$ cat config.mk
export PLATFORM = sky130hd
export DESIGN_NAME = cs_filter_seq_flat
export DESIGN_NICKNAME = d
export VERILOG_FILES = /design/src/rtl/cs_filter_seq_pkg.sv /design/src/rtl/cs_filter_seq_if.sv /design/src/rtl/cs_filter_seq_div.sv /design/src/rtl/cs_filter_seq.sv /design/src/flat_wrapper.sv
export SDC_FILE = /design/constraint.sdc
export NUM_CORES = 1
export LEC_CHECK = 0
export CORE_UTILIZATION = 50
export CTS_CLUSTER_DIAMETER = 120
export CTS_CLUSTER_SIZE = 8
export DETAILED_ROUTE_END_ITERATION = 10
export HOLD_SLACK_MARGIN = 0.06
export PLACE_DENSITY = 0.71
export RECOVER_POWER = 100
export SETUP_SLACK_MARGIN = 0.3
export SLEW_MARGIN = 20
export SYNTH_ARGS = -nofsm -noshare
export SYNTH_HDL_FRONTEND = slang
export SYNTH_HIERARCHICAL = 1
export SYNTH_SLANG_ARGS = --single-unit
$ cat constraint.sdc
create_clock -name clk -period 4.9 [get_ports clk]
set_clock_uncertainty 0.1 [all_clocks]
set_input_delay 0.98 -clock clk [delete_from_list [all_inputs] [get_ports clk]]
set_output_delay 0.98 -clock clk [all_outputs]
set_load 0.01 [all_outputs]
$ cat src/rtl/cs_filter_seq_pkg.sv
// Shared types and constants for the CS smoothing filter: mode encoding, FSM states
// and the accumulator width rule.
package cs_filter_seq_pkg;

    localparam logic CS_MODE_APPR = 1'b0;
    localparam logic CS_MODE_AVG  = 1'b1;

    typedef enum logic [2:0] {
        ST_IDLE,
        ST_DIV,
        ST_SCAN,
        ST_CALC,
        ST_DONE
    } cs_state_e;

    // The running sum of n samples of w bits never exceeds this width.
    function automatic int sum_width(input int w, input int n);
        return w + $clog2(n);
    endfunction

endpackage

$ cat src/rtl/cs_filter_seq_if.sv
// Sample-in / result-out valid-ready bundle of the CS smoothing filter.
interface cs_filter_seq_if #(
    parameter int W     = 8,
    parameter int OUT_W = W + 2
);
    logic             in_valid;
    logic             in_ready;
    logic [W-1:0]     x;
    logic             mode;
    logic             out_valid;
    logic             out_ready;
    logic [OUT_W-1:0] y;

    modport master (
        output in_valid, x, mode, out_ready,
        input  in_ready, out_valid, y
    );

    modport slave (
        input  in_valid, x, mode, out_ready,
        output in_ready, out_valid, y
    );
endinterface

$ cat src/rtl/cs_filter_seq_div.sv
// Restoring unsigned divider by a constant N: one quotient bit per cycle after a load cycle.
// done_o marks the cycle whose edge retires the last bit; quot_o is final from then on.
module cs_filter_seq_div
    import cs_filter_seq_pkg::*;
#(
    parameter int DW = 12,
    parameter int N  = 9
) (
    input  logic          clk,
    input  logic          reset,
    input  logic          abort_i,
    input  logic          start_i,
    input  logic [DW-1:0] dividend_i,
    output logic          busy_o,
    output logic          done_o,
    output logic [DW-1:0] quot_o
);
    localparam int RW = $clog2(N) + 1;
    localparam int CW = $clog2(DW + 1);
    localparam logic [RW:0] DIVISOR = (RW + 1)'(N);

    logic [RW-1:0] rem_q;
    logic [DW-1:0] quot_q;
    logic [CW-1:0] cnt_q;
    logic          busy_q;
    logic [RW:0]   trial;
    logic          ge;

    // Dividend bits are shifted out of quot_q while quotient bits shift in behind them.
    assign trial = {rem_q, quot_q[DW-1]};
    assign ge    = (trial >= DIVISOR);

    always_ff @(posedge clk or posedge reset) begin
        if (reset) begin
            rem_q  <= '0;
            quot_q <= '0;
            cnt_q  <= '0;
            busy_q <= 1'b0;
        end else if (abort_i) begin
            busy_q <= 1'b0;
        end else if (start_i && !busy_q) begin
            rem_q  <= '0;
            quot_q <= dividend_i;
            cnt_q  <= CW'(DW);
            busy_q <= 1'b1;
        end else if (busy_q) begin
            rem_q  <= ge ? RW'(trial - DIVISOR) : trial[RW-1:0];
            quot_q <= {quot_q[DW-2:0], ge};
            cnt_q  <= cnt_q - CW'(1);
            if (cnt_q == CW'(1)) begin
                busy_q <= 1'b0;
            end
        end
    end

    assign busy_o = busy_q;
    assign done_o = busy_q && (cnt_q == CW'(1));
    assign quot_o = quot_q;

endmodule

$ cat src/rtl/cs_filter_seq.sv
// Sliding-window CS smoothing filter: avg by sequential divide, then a scan for the largest
// window sample not above avg, then either the CS approximation or the plain average.
//
//  state   | meaning
//  IDLE    | waiting for a sample, in_ready high
//  DIV     | load + SUM_W iterations of sum / N
//  SCAN    | one window tap per cycle, tracking xappr
//  CALC    | form and saturate the result into y
//  DONE    | out_valid high until out_ready
module cs_filter_seq
    import cs_filter_seq_pkg::*;
#(
    parameter int W     = 8,
    parameter int N     = 9,
    parameter int SHIFT = 3,
    parameter int OUT_W = W + 2
) (
    input  logic            clk,
    input  logic            reset,
    input  logic            clear,
    cs_filter_seq_if.slave  bus
);
    localparam int SUM_W = sum_width(W, N);
    localparam int IW    = $clog2(N);
    localparam int RES_W = SUM_W + 1;
    localparam logic [RES_W-1:0] N_R = RES_W'(N);

    cs_state_e        state_q;
    logic [W-1:0]     win_q [N];
    logic [SUM_W-1:0] sum_q;
    logic             mode_q;
    logic [IW-1:0]    idx_q;
    logic [W-1:0]     xappr_q;
    logic [OUT_W-1:0] y_q;
    logic             out_valid_q;

    logic             div_start;
    logic             div_busy;
    logic             div_done;
    logic [SUM_W-1:0] avg;
    logic [W-1:0]     tap;
    logic [RES_W-1:0] res;
    logic [OUT_W-1:0] y_calc;

    assign div_start = (state_q == ST_DIV) && !div_busy;

    cs_filter_seq_div #(
        .DW (SUM_W),
        .N  (N)
    ) u_div (
        .clk        (clk),
        .reset      (reset),
        .abort_i    (clear),
        .start_i    (div_start),
        .dividend_i (sum_q),
        .busy_o     (div_busy),
        .done_o     (div_done),
        .quot_o     (avg)
    );

    assign tap = win_q[idx_q];

    always_comb begin
        res    = '0;
        y_calc = '0;
        if (mode_q == CS_MODE_AVG) begin
            res = RES_W'(avg);
        end else begin
            res = (RES_W'(sum_q) + N_R * RES_W'(xappr_q)) >> SHIFT;
        end
        if ((RES_W > OUT_W) && ((res >> OUT_W) != '0)) begin
            y_calc = '1;
        end else begin
            y_calc = OUT_W'(res);
        end
    end

    always_ff @(posedge clk or posedge reset) begin
        if (reset) begin
            state_q     <= ST_IDLE;
            for (int i = 0; i < N; i++) win_q[i] <= '0;
            sum_q       <= '0;
            mode_q      <= CS_MODE_APPR;
            idx_q       <= '0;
            xappr_q     <= '0;
            y_q         <= '0;
            out_valid_q <= 1'b0;
        end else if (clear) begin
            // y is deliberately kept; only the window and handshake are flushed.
            state_q     <= ST_IDLE;
            for (int i = 0; i < N; i++) win_q[i] <= '0;
            sum_q       <= '0;
            out_valid_q <= 1'b0;
        end else begin
            case (state_q)
                ST_IDLE: begin
                    if (bus.in_valid) begin
                        for (int i = 1; i < N; i++) win_q[i] <= win_q[i-1];
                        win_q[0] <= bus.x;
                        sum_q    <= sum_q - SUM_W'(win_q[N-1]) + SUM_W'(bus.x);
                        mode_q   <= bus.mode;
                        state_q  <= ST_DIV;
                    end
                end
                ST_DIV: begin
                    if (div_done) begin
                        idx_q   <= '0;
                        xappr_q <= '0;
                        state_q <= ST_SCAN;
                    end
                end
                ST_SCAN: begin
                    if ((SUM_W'(tap) <= avg) && (tap > xappr_q)) begin
                        xappr_q <= tap;
                    end
                    if (idx_q == IW'(N - 1)) begin
                        state_q <= ST_CALC;
                    end else begin
                        idx_q <= idx_q + IW'(1);
                    end
                end
                ST_CALC: begin
                    y_q         <= y_calc;
                    out_valid_q <= 1'b1;
                    state_q     <= ST_DONE;
                end
                ST_DONE: begin
                    if (bus.out_ready) begin
                        out_valid_q <= 1'b0;
                        state_q     <= ST_IDLE;
                    end
                end
                default: state_q <= ST_IDLE;
            endcase
        end
    end

    assign bus.in_ready  = (state_q == ST_IDLE);
    assign bus.out_valid = out_valid_q;
    assign bus.y         = y_q;

endmodule
$ cat src/flat_wrapper.sv
// flat-port wrapper written by rule: the top's interface ports become plain ports
module cs_filter_seq_flat import cs_filter_seq_pkg::*;
#(
    parameter int W     = 8,
    parameter int N     = 9,
    parameter int SHIFT = 3,
    parameter int OUT_W = W + 2
)
  (clk, reset, clear, bus_in_valid, bus_x, bus_mode, bus_out_ready, bus_in_ready, bus_out_valid, bus_y);
  cs_filter_seq_if #(.W(W), .OUT_W(OUT_W)) bus_i ();
  input  logic clk;
  input  logic reset;
  input  logic clear;
  input wire logic [$bits(bus_i.in_valid)-1:0] bus_in_valid;
  input wire logic [$bits(bus_i.x)-1:0] bus_x;
  input wire logic [$bits(bus_i.mode)-1:0] bus_mode;
  input wire logic [$bits(bus_i.out_ready)-1:0] bus_out_ready;
  output wire logic [$bits(bus_i.in_ready)-1:0] bus_in_ready;
  output wire logic [$bits(bus_i.out_valid)-1:0] bus_out_valid;
  output wire logic [$bits(bus_i.y)-1:0] bus_y;
  assign bus_i.in_valid = bus_in_valid;
  assign bus_i.x = bus_x;
  assign bus_i.mode = bus_mode;
  assign bus_i.out_ready = bus_out_ready;
  assign bus_in_ready = bus_i.in_ready;
  assign bus_out_valid = bus_i.out_valid;
  assign bus_y = bus_i.y;
  cs_filter_seq #(.W(W), .N(N), .SHIFT(SHIFT), .OUT_W(OUT_W)) u_core (.clk(clk), .reset(reset), .clear(clear), .bus(bus_i));
endmodule
==> metrics.yaml, run 1 <==
grt_overflow: 0
dieHeight_um: 130
cp_cell_sequence: "clkbuf_1 -> buf_4 -> nor2b_1 -> a22oi_1 -> o21ai_0"
path_clk_slew_ns: 0.06
ys_seq_area_frac: 0.407
routed_wirelength_um: 18800
criticalPathCategory: "in2reg"
r2r_slack_ns: 0.74
dp_hpwl_um: 12900
post-synth-top-area-fraction: 0.407
p_per_area_nw_per_um2: 408
synthTopCellsByArea: "dfrtp_1, nand2_1, ha_1"
n_antenna_cell: 0
worstSetupEndpointType: "register"
r2r_cells: 10
insertion_delay_ns: 0.44
status: "complete, but fails checks"
mostFrequentLayoutCells: "nand2_1, dfrtp_1, a21oi_1"
slew_viol_final: 172
post_dp_cell_area_sq_um: 8540
dp_slack_ns: 0.954
drive_gt1_frac: 0.0785
critPathArrivalTime_ns: 4.37
die_w_um: 130
slowest_delay_ns: 1.96
clock.fmax_mhz: 239
numCtsBuffers: 17
antenna_found_initial: 0
io-pin-count: 26
crit_family: "buffers and inverters"
yosys_warnings: 6
rsz0062_at_grt: "false"
grtUsageTotal: 0.242
setup_ws_ns: 0.715
final-hold-violation-count: 0
finalCriticalPeriod_ns: 4.18
tightest_slew_ns: 2.83
num_vias: 6487
reg2reg_to: "u_core/xappr_q[1]$_DFFE_PP0P_"
hp-class: "reg2reg"
drc: 0
area_growth_pct: 11.2
postCtsHoldBufs: 0
wl_per_cell_um: 16.6
drt_iter0_drc: 470
clock-sinks: 133
final_common_cell: "nand2_1"
nFillCells: 1416
worstReg2RegStart: "u_core/idx_q[0]$_DFFE_PP0P_"
routed_via_density: 5.73
required_ns: 5.09
critPathLaunchType: "input port"
cts_resized: 0
ys_ff_latch: 133
finish.utilization: 0.571
first_pass_iters: 7
synth-async-reset-ratio: 1.00
start_util: 0.513
layout.nets: 985
final.setup.tns_ns: 0
hold_ws_ns: 0.368
postSynthAreaPerCell_sq_um: 9.06
p_leak_nw: 4.02
htree_levels: 4
grt_pass1_vias: 6113
critPathSlowestCell: "clkbuf_1"
max-vdd-ir-drop_uv: 313
clockRootBuffer: "clkbuf_16"
dieArea_sq_um: 16900
violations: "capacitance limit, slew limit"
syn_nets: 984
maxCapViolations: 3
grt_pass1_wl_um: 31200
synth_edf_count: 0
rows: 46
final-setup-viol-count: 0
synth_top_area_cell: "dfrtp_1"
tritoncts: "built"
max_slew_margin: -0.886
grt_max_degree: 68
min_to: "u_core/bus.y[0]$_DFFE_PP0P_"
clock_path_buffers: 2
hp-start: "u_core/bus.y[0]$_DFFE_PP0P_"
synth_cell_types: 67
critical_path_buf_inv_count: 2
hold_depth: 2
fin_crit_sh: 0.854
port_buffers: 25
place_congestion: 0.861
synth.cell_area_sq_um: 8180
ys.flop_type: "dfrtp_1"
coreArea_sq_um: 15900
final_area_sq_um: 9100
cts_setup_buffers: 0
path_max_fanout: 63
syn_inst: 903
ant_nets: 0
area by class of cell:
| class | instances | area (sq um) | share of cell area |
|---|---|---|---|
| clock inverters | 14 | 176 | 0.0194 |
| repair buffers | 33 | 292 | 0.0320 |
| clock buffers | 18 | 429 | 0.0472 |
| flip-flops and latches | 133 | 3330 | 0.366 |
| well taps | 216 | 270 | 0.0297 |
| inverters | 77 | 290 | 0.0319 |
| multi-input cells | 642 | 4310 | 0.474 |
worst reg2reg max path: stages, from the launching register on:
cell	delay, ns
dfrtp_1	0.86
clkbuf_1	0.46
mux4_2	0.57
mux2i_1	0.13
o21ai_0	0.22
ha_1	0.40
a21oi_1	0.13
a21oi_1	0.08
o31a_2	0.35
o32a_1	0.46
a22o_1	0.27
logic make-up after synthesis:
| family | Yosys count | share of synthesized area |
|---|---|---|
| AOI/OAI and AO/OA | 237 | 0.181 |
| xor gates and xnor gates | 17 | 0.0182 |
| adders and majority gates | 67 | 0.114 |
| buffers and inverters | 128 | 0.0636 |
| DFF | 133 | 0.407 |
| muxes | 27 | 0.0578 |
| and+or+nand+nor | 294 | 0.158 |
state kept, by name, indices dropped and copies added, names as in the netlist, 3 cells and up:
signal	count
u_core/bus.y	10
u_core/idx_q	4
u_core/state_q	3
u_core/sum_q	12
u_core/u_div/cnt_q	4
u_core/u_div/quot_o	12
u_core/u_div/rem_q	5
u_core/win_q	72
u_core/xappr_q	8
power by group:
group | leakage, nW | switching, mW | internal [mW] | total (mW)
Sequential | 1.78 | 0.214 | 1.22 | 1.43
Combinational | 1.95 | 0.535 | 0.426 | 0.962
Clock | 0.292 | 0.515 | 0.805 | 1.32
Total | 4.02 | 1.26 | 2.45 | 3.71
worst max-delay path by stage:
stage                           startpoint                                  to  slack [ns]  cells past startpoint
2_1_floorplan                        reset    u_core/bus.out_valid$_DFFE_PP0P_        0.89                      1
3_3_place_gp                      bus_x[1]        u_core/sum_q[11]$_DFFE_PP0P_        1.01                     11
3_5_place_dp   u_core/idx_q[0]$_DFFE_PP0P_       u_core/xappr_q[1]$_DFFE_PP0P_        0.95                     10
4_1_cts        u_core/idx_q[0]$_DFFE_PP0P_       u_core/xappr_q[1]$_DFFE_PP0P_        0.94                     10
5_1_grt        u_core/idx_q[0]$_DFFE_PP0P_       u_core/xappr_q[0]$_DFFE_PP0P_        0.39                     10
6_report                             clear  u_core/u_div/quot_o[8]$_DFFE_PP0P_        0.72                      5
cell usage after synthesis, types with 2 or more instances:
library cell	count
o21a_1	3
nor4_1	2
nand2_1	201
mux4_2	16
nand2b_1	4
a221o_1	2
o21bai_1	3
a22oi_1	12
o22ai_1	7
a21o_1	10
o31ai_1	2
fa_1	13
ha_1	54
nor2b_1	10
or3_1	2
buf_2	13
and3_1	2
a31oi_1	4
clkbuf_1	29
xor2_1	5
nor3_1	16
a211oi_1	9
a21oi_1	108
inv_1	76
nor2_1	30
and2_1	3
mux2i_1	9
mux2_2	2
nand4_1	5
o21ai_2	2
nand3b_1	3
xnor2_1	12
or2_2	2
o211ai_1	3
buf_1	5
nand3_1	5
a22o_1	13
buf_4	3
o21ai_0	43
dfrtp_1	133
through the flow:
step | instances | power, mW
after CTS | 1133 | 3.74
final | 1133 | 3.71
after detailed placement | 1101 | 2.41
after floorplan | 903 | 2.16
after global placement | 1101 | 2.39
after global routing | 1133 | 3.93
routing by layer:
metal	vias to the layer above	wire (um)	track usage
met5	-	0	0
met1	3185	8580	0.330
met4	0	368	0.0910
li1	3119	-	-
met3	28	830	0.0492
met2	155	8980	0.382
Note: power is estimated with default switching activity, not from simulation.
==> run 2, diff against run 1 <==
- ABC_CLOCK_PERIOD_IN_PS: default -> 4900
- CELL_PAD_IN_SITES_DETAIL_PLACEMENT: default -> 1
- CELL_PAD_IN_SITES_GLOBAL_PLACEMENT: default -> 1
- CORE_UTILIZATION: 50 -> 48
- PLACE_DENSITY: 0.71 -> 0.84
==> run 2 against run 1 <==
Critical path depth up 5. Combinational power up 8%. Sequential share of layout area about the same. Sequential power about the same. Final cell count up 0.88%. Routed wire length up 21%. Cell area about the same. Critical endpoint is now u_core/xappr_q[3]$_DFFE_PP0P_. Highest routed layer unchanged. Worst hold slack better by 0.0036 ns. Sequential cell count unchanged. Core utilization down 2.4 points. Largest cell class unchanged. Setup slack worse by 0.14 ns. Count of clock-buffer cells in the layout up 1. The run still ends with capacitance limit, slew limit left.
==> metrics.yaml, run 2 (synthesis gave the netlist of run 1 again) <==
status: "complete, but fails checks"
violations: "capacitance limit, slew limit"
place_congestion: 0.879
drive_gt1_frac: 0.0802
criticalPathCategory: "reg2reg"
insertion_delay_ns: 0.42
area_growth_pct: 11.1
required_ns: 5.15
p_per_area_nw_per_um2: 409
wl_per_cell_um: 19.9
n_antenna_cell: 0
postCtsHoldBufs: 0
dp_slack_ns: 0.886
p_leak_nw: 4.01
antenna_found_initial: 0
dp_hpwl_um: 15800
maxCapViolations: 3
grtUsageTotal: 0.273
largest_reg_flops: 72
clockRootBuffer: "clkbuf_16"
multiInputGateArea_sq_um: 4310
worstSetupEndpointType: "register"
grt_max_degree: 70
rsz0062_at_grt: "false"
critPathArrivalTime_ns: 4.58
first_pass_iters: 7
cts_resized: 0
grt_overflow: 0
hp-class: "reg2reg"
io-pin-count: 26
max-vdd-ir-drop_uv: 318
final.setup.tns_ns: 0
routed_wirelength_um: 22700
dieArea_sq_um: 17600
ant_nets: 0
routed_via_density: 5.91
seqCellArea_sq_um: 3330
path_clk_slew_ns: 0.06
final_common_cell: "nand2_1"
final-hold-violation-count: 0
coreArea_sq_um: 16600
num_vias: 6751
layout.nets: 991
max_slew_margin: -0.764
regMostFlops: "u_core/win_q"
clock_path_buffers: 2
cts_setup_buffers: 0
fin_crit_sh: 0.883
slew_viol_final: 175
critPathLaunchType: "register"
hold_ws_ns: 0.372
clock.fmax_mhz: 231
drt_iter0_drc: 360
tightest_slew_ns: 2.65
nFillCells: 1954
power_mw: 3.72
path_max_fanout: 15
port_buffers: 25
setup_ws_ns: 0.574
die_w_um: 133
clock-sinks: 133
final-setup-viol-count: 0
htree_levels: 4
grt_pass1_vias: 7013
mostFrequentLayoutCells: "nand2_1, dfrtp_1, a21oi_1"
drc: 0
dieHeight_um: 133
finalCriticalPeriod_ns: 4.33
tritoncts: "built"
grt_pass1_wl_um: 37400
numCtsBuffers: 17
rows: 47
start_util: 0.492
==> run 2: cell types whose count changed in the layout (fill, tap and decap cells not counted), sizes merged <==
cell and delta:
clkinv -2, bufinv -2, buf +2, inv -1, clkinvlp +4, clkbuf +5
==> run 2: stage by stage <==
step                std cells   util  cell area (sq um)
finish                   1143  0.546               9090
global route             1143  0.546               9090
CTS                      1143  0.550               9160
detailed placement       1111  0.516               8590
global placement         1111  0.516               8590
floorplan                 903      -               8180
==> run 2: routing by layer <==
metal	track usage	share of wire
met5	0	0
met4	0.117	0.031
met3	0.0456	0.028
met2	0.457	0.50
met1	0.349	0.44
==> run 2: area by class of cell <==
cell class                      count  share of cell area
Sequential cell                   133               0.366
Timing Repair Buffer               39              0.0354
Multi-Input combinational cell    642               0.474
Clock buffer                       19              0.0487
Clock inverter                     13              0.0136
Inverter                           77              0.0319
Tap cell                          220              0.0303
==> run 2: worst max-delay path, stage by stage (launching register included) <==
cell and delay (ns):
dfrtp_1 0.69, nor4b_2 0.95, nand2_1 0.14, o21ai_0 0.24, ha_1 0.36, a21o_1 0.20, a21oi_1 0.19, nor2b_1 0.07
o31a_2 0.31, nor4_2 0.75, a22o_1 0.25
==> run 2: report_power, final <==
part	total, mW	internal (mW)	leakage, nW	switching [mW]
Clock	1.24	0.716	0.259	0.528
Sequential	1.44	1.22	1.78	0.220
Combinational	1.04	0.435	1.97	0.601
Total	3.72	2.37	4.01	1.35
==> run 2: worst paths after layout <==
kind | start | endpoint | slack (ns) | depth (start not counted)
worst max register to register | u_core/idx_q[0]$_DFFE_PP0P_ | u_core/xappr_q[3]$_DFFE_PP0P_ | 0.57 | 10
worst min register to register | u_core/bus.y[7]$_DFFE_PP0P_ | u_core/bus.y[7]$_DFFE_PP0P_ | 0.37 | 2
min in group asynchronous | reset | u_core/u_div/rem_q[1]$_DFFE_PP0P_ | 1.10 | 2
worst max-delay path | u_core/idx_q[0]$_DFFE_PP0P_ | u_core/xappr_q[3]$_DFFE_PP0P_ | 0.57 | 10
worst min-delay path | u_core/bus.y[7]$_DFFE_PP0P_ | u_core/bus.y[7]$_DFFE_PP0P_ | 0.37 | 2
max in group asynchronous | reset | u_core/win_q[56]$_DFFE_PP0P_ | 1.02 | 3
==> run 3, diff against run 2 <==
- CORE_ASPECT_RATIO: default -> 0.6
- MAX_ROUTING_LAYER: default -> met4
==> run 3 against run 2 <==
The run still ends with capacitance limit, slew limit left. Sequential cell count stayed put. Critical path type unchanged. Maximum frequency is 4.0% lower. Largest power group unchanged. Largest cell class unchanged. Final cell count is 0.44% higher.
==> metrics.yaml, run 3 (synthesis gave the netlist of run 1 again) <==
status: "complete, but fails checks"
violations: "capacitance limit, slew limit"
required_ns: 5.16
dieArea_sq_um: 17600
regMostFlops: "u_core/win_q"
max_slew_margin: -0.971
drc: 0
grt_pass1_wl_um: 39000
ant_nets: 0
slew_viol_final: 147
dp_hpwl_um: 15900
cp_cell_sequence: "mux4_2 -> mux2i_1 -> o21ai_0 -> ha_1 -> nor2b_1 -> o211ai_1 -> a21oi_1 -> o31a_2 -> nor4_2 -> a22o_1"
routed_wirelength_um: 23800
grt_max_degree: 76
coreArea_sq_um: 16400
critical_path_buf_inv_count: 0
grtUsageTotal: 0.304
largest_reg_flops: 72
tightest_slew_ns: 2.96
area_growth_pct: 11.9
die_w_um: 171
sequentialPowerShare: 0.366
switching_share: 0.354
io-pin-count: 26
clock_path_buffers: 2
insertion_delay_ns: 0.43
dp_slack_ns: 0.833
htree_levels: 4
pwr-share-clk: 0.358
num_vias: 6830
seqCellArea_sq_um: 3330
numCtsBuffers: 17
rows: 36
n_antenna_cell: 0
port_buffers: 25
wl_per_cell_um: 20.8
drive_gt1_frac: 0.0783
grt_overflow: 0
critPathLaunchType: "register"
final_common_cell: "nand2_1"
maxCapViolations: 3
power_frac_comb: 0.276
final.setup.tns_ns: 0
path_max_fanout: 21
start_util: 0.498
worstSetupEndpointType: "register"
criticalPathCategory: "reg2reg"
multiInputGateArea_sq_um: 4290
slowest_delay_ns: 1.10
final-hold-violation-count: 0
routed_via_density: 5.95
fin_crit_sh: 0.920
mostFrequentLayoutCells: "nand2_1, dfrtp_1, a21oi_1"
drt_iter0_drc: 618
critPathSlowestCell: "dfrtp_1"
p_leak_nw: 4.05
cts_setup_buffers: 0
finalCriticalPeriod_ns: 4.51
setup_ws_ns: 0.393
p_per_area_nw_per_um2: 425
power.net_switching_mw: 1.38
rsz0062_at_grt: "false"
first_pass_iters: 5
hp-class: "reg2reg"
layout.nets: 988
path_clk_slew_ns: 0.06
cts_resized: 0
grt_pass1_vias: 7002
nFillCells: 1859
place_congestion: 0.897
antenna_found_initial: 0
max-vdd-ir-drop_uv: 318
crit_family: "compound AO/OA/AOI/OAI gates"
p_int_mw: 2.51
final-setup-viol-count: 0
critPathArrivalTime_ns: 4.77
postCtsHoldBufs: 0
dieHeight_um: 103
clock.fmax_mhz: 222
clock-sinks: 133
tritoncts: "built"
clockRootBuffer: "clkbuf_16"
[run 3: cell types whose count changed in the layout (fill, tap and decap cells not counted), moves of 2 or more]
cell	delta
clkbuf_1	-4
inv_6	+2
clkinvlp_4	-3
bufinv_16	+3
[run 3: metal layers]
layer / routed length (um) / GRT usage / vias up
li1: - / - / 3123
met2: 10500 / 0.444 / 187
met3: 1450 / 0.0653 / 29
met5: 0 / - / -
met1: 11600 / 0.426 / 3491
met4: 286 / 0.0825 / 0
[run 3: cell type report]
cell class,instances,share of cell area
multi-input cells,642,0.469
inverters,77,0.0322
flip-flops and latches,133,0.363
clock inverters,14,0.0219
well taps,228,0.0312
clock buffers,18,0.0469
repair buffers,36,0.0359
[run 3: worst reg2reg max path: cells and delay by family, from the launching register on]
| family | cells | cell delay [ns] |
|---|---|---|
| adders and majority gates | 1 | 0.37 |
| AOI/OAI and AO/OA | 5 | 1.41 |
| DFF | 1 | 1.10 |
| muxes | 2 | 0.49 |
| and+or+nand+nor | 2 | 0.98 |
[run 3: power by group through the flow]
stage          logic [mW]  clock network, mW  registers, mW
6_report             1.07               1.39           1.43
5_1_grt              1.20               1.46           1.45
4_1_cts              1.08               1.42           1.42
3_5_place_dp         1.05                  0           1.44
3_3_place_gp        0.990                  0           1.43
2_1_floorplan       0.826                  0           1.33
[run 3: final timing paths]
path,from,to,slack (ns),cells after the start
max,u_core/idx_q[1]$_DFFE_PP0P_,u_core/xappr_q[6]$_DFFE_PP0P_,0.39,10
min,u_core/bus.y[7]$_DFFE_PP0P_,u_core/bus.y[7]$_DFFE_PP0P_,0.37,2
max reg2reg,u_core/idx_q[1]$_DFFE_PP0P_,u_core/xappr_q[6]$_DFFE_PP0P_,0.39,10
min reg2reg,u_core/bus.y[7]$_DFFE_PP0P_,u_core/bus.y[7]$_DFFE_PP0P_,0.37,2
max in group asynchronous,reset,u_core/win_q[50]$_DFFE_PP0P_,1.16,3
min in group asynchronous,reset,u_core/bus.y[1]$_DFFE_PP0P_,1.08,2
[run 3: through the flow]
stage	power, mW	hold WS (ns)	instance area (sq um)	util	std cells
floorplan	2.16	0.373	8180	-	903
global placement	2.42	0.364	8600	0.523	1116
detailed placement	2.48	0.367	8600	0.523	1116
CTS	3.91	0.383	9230	0.562	1148
global route	4.11	0.405	9160	0.557	1148
finish	3.89	0.370	9160	0.557	1148
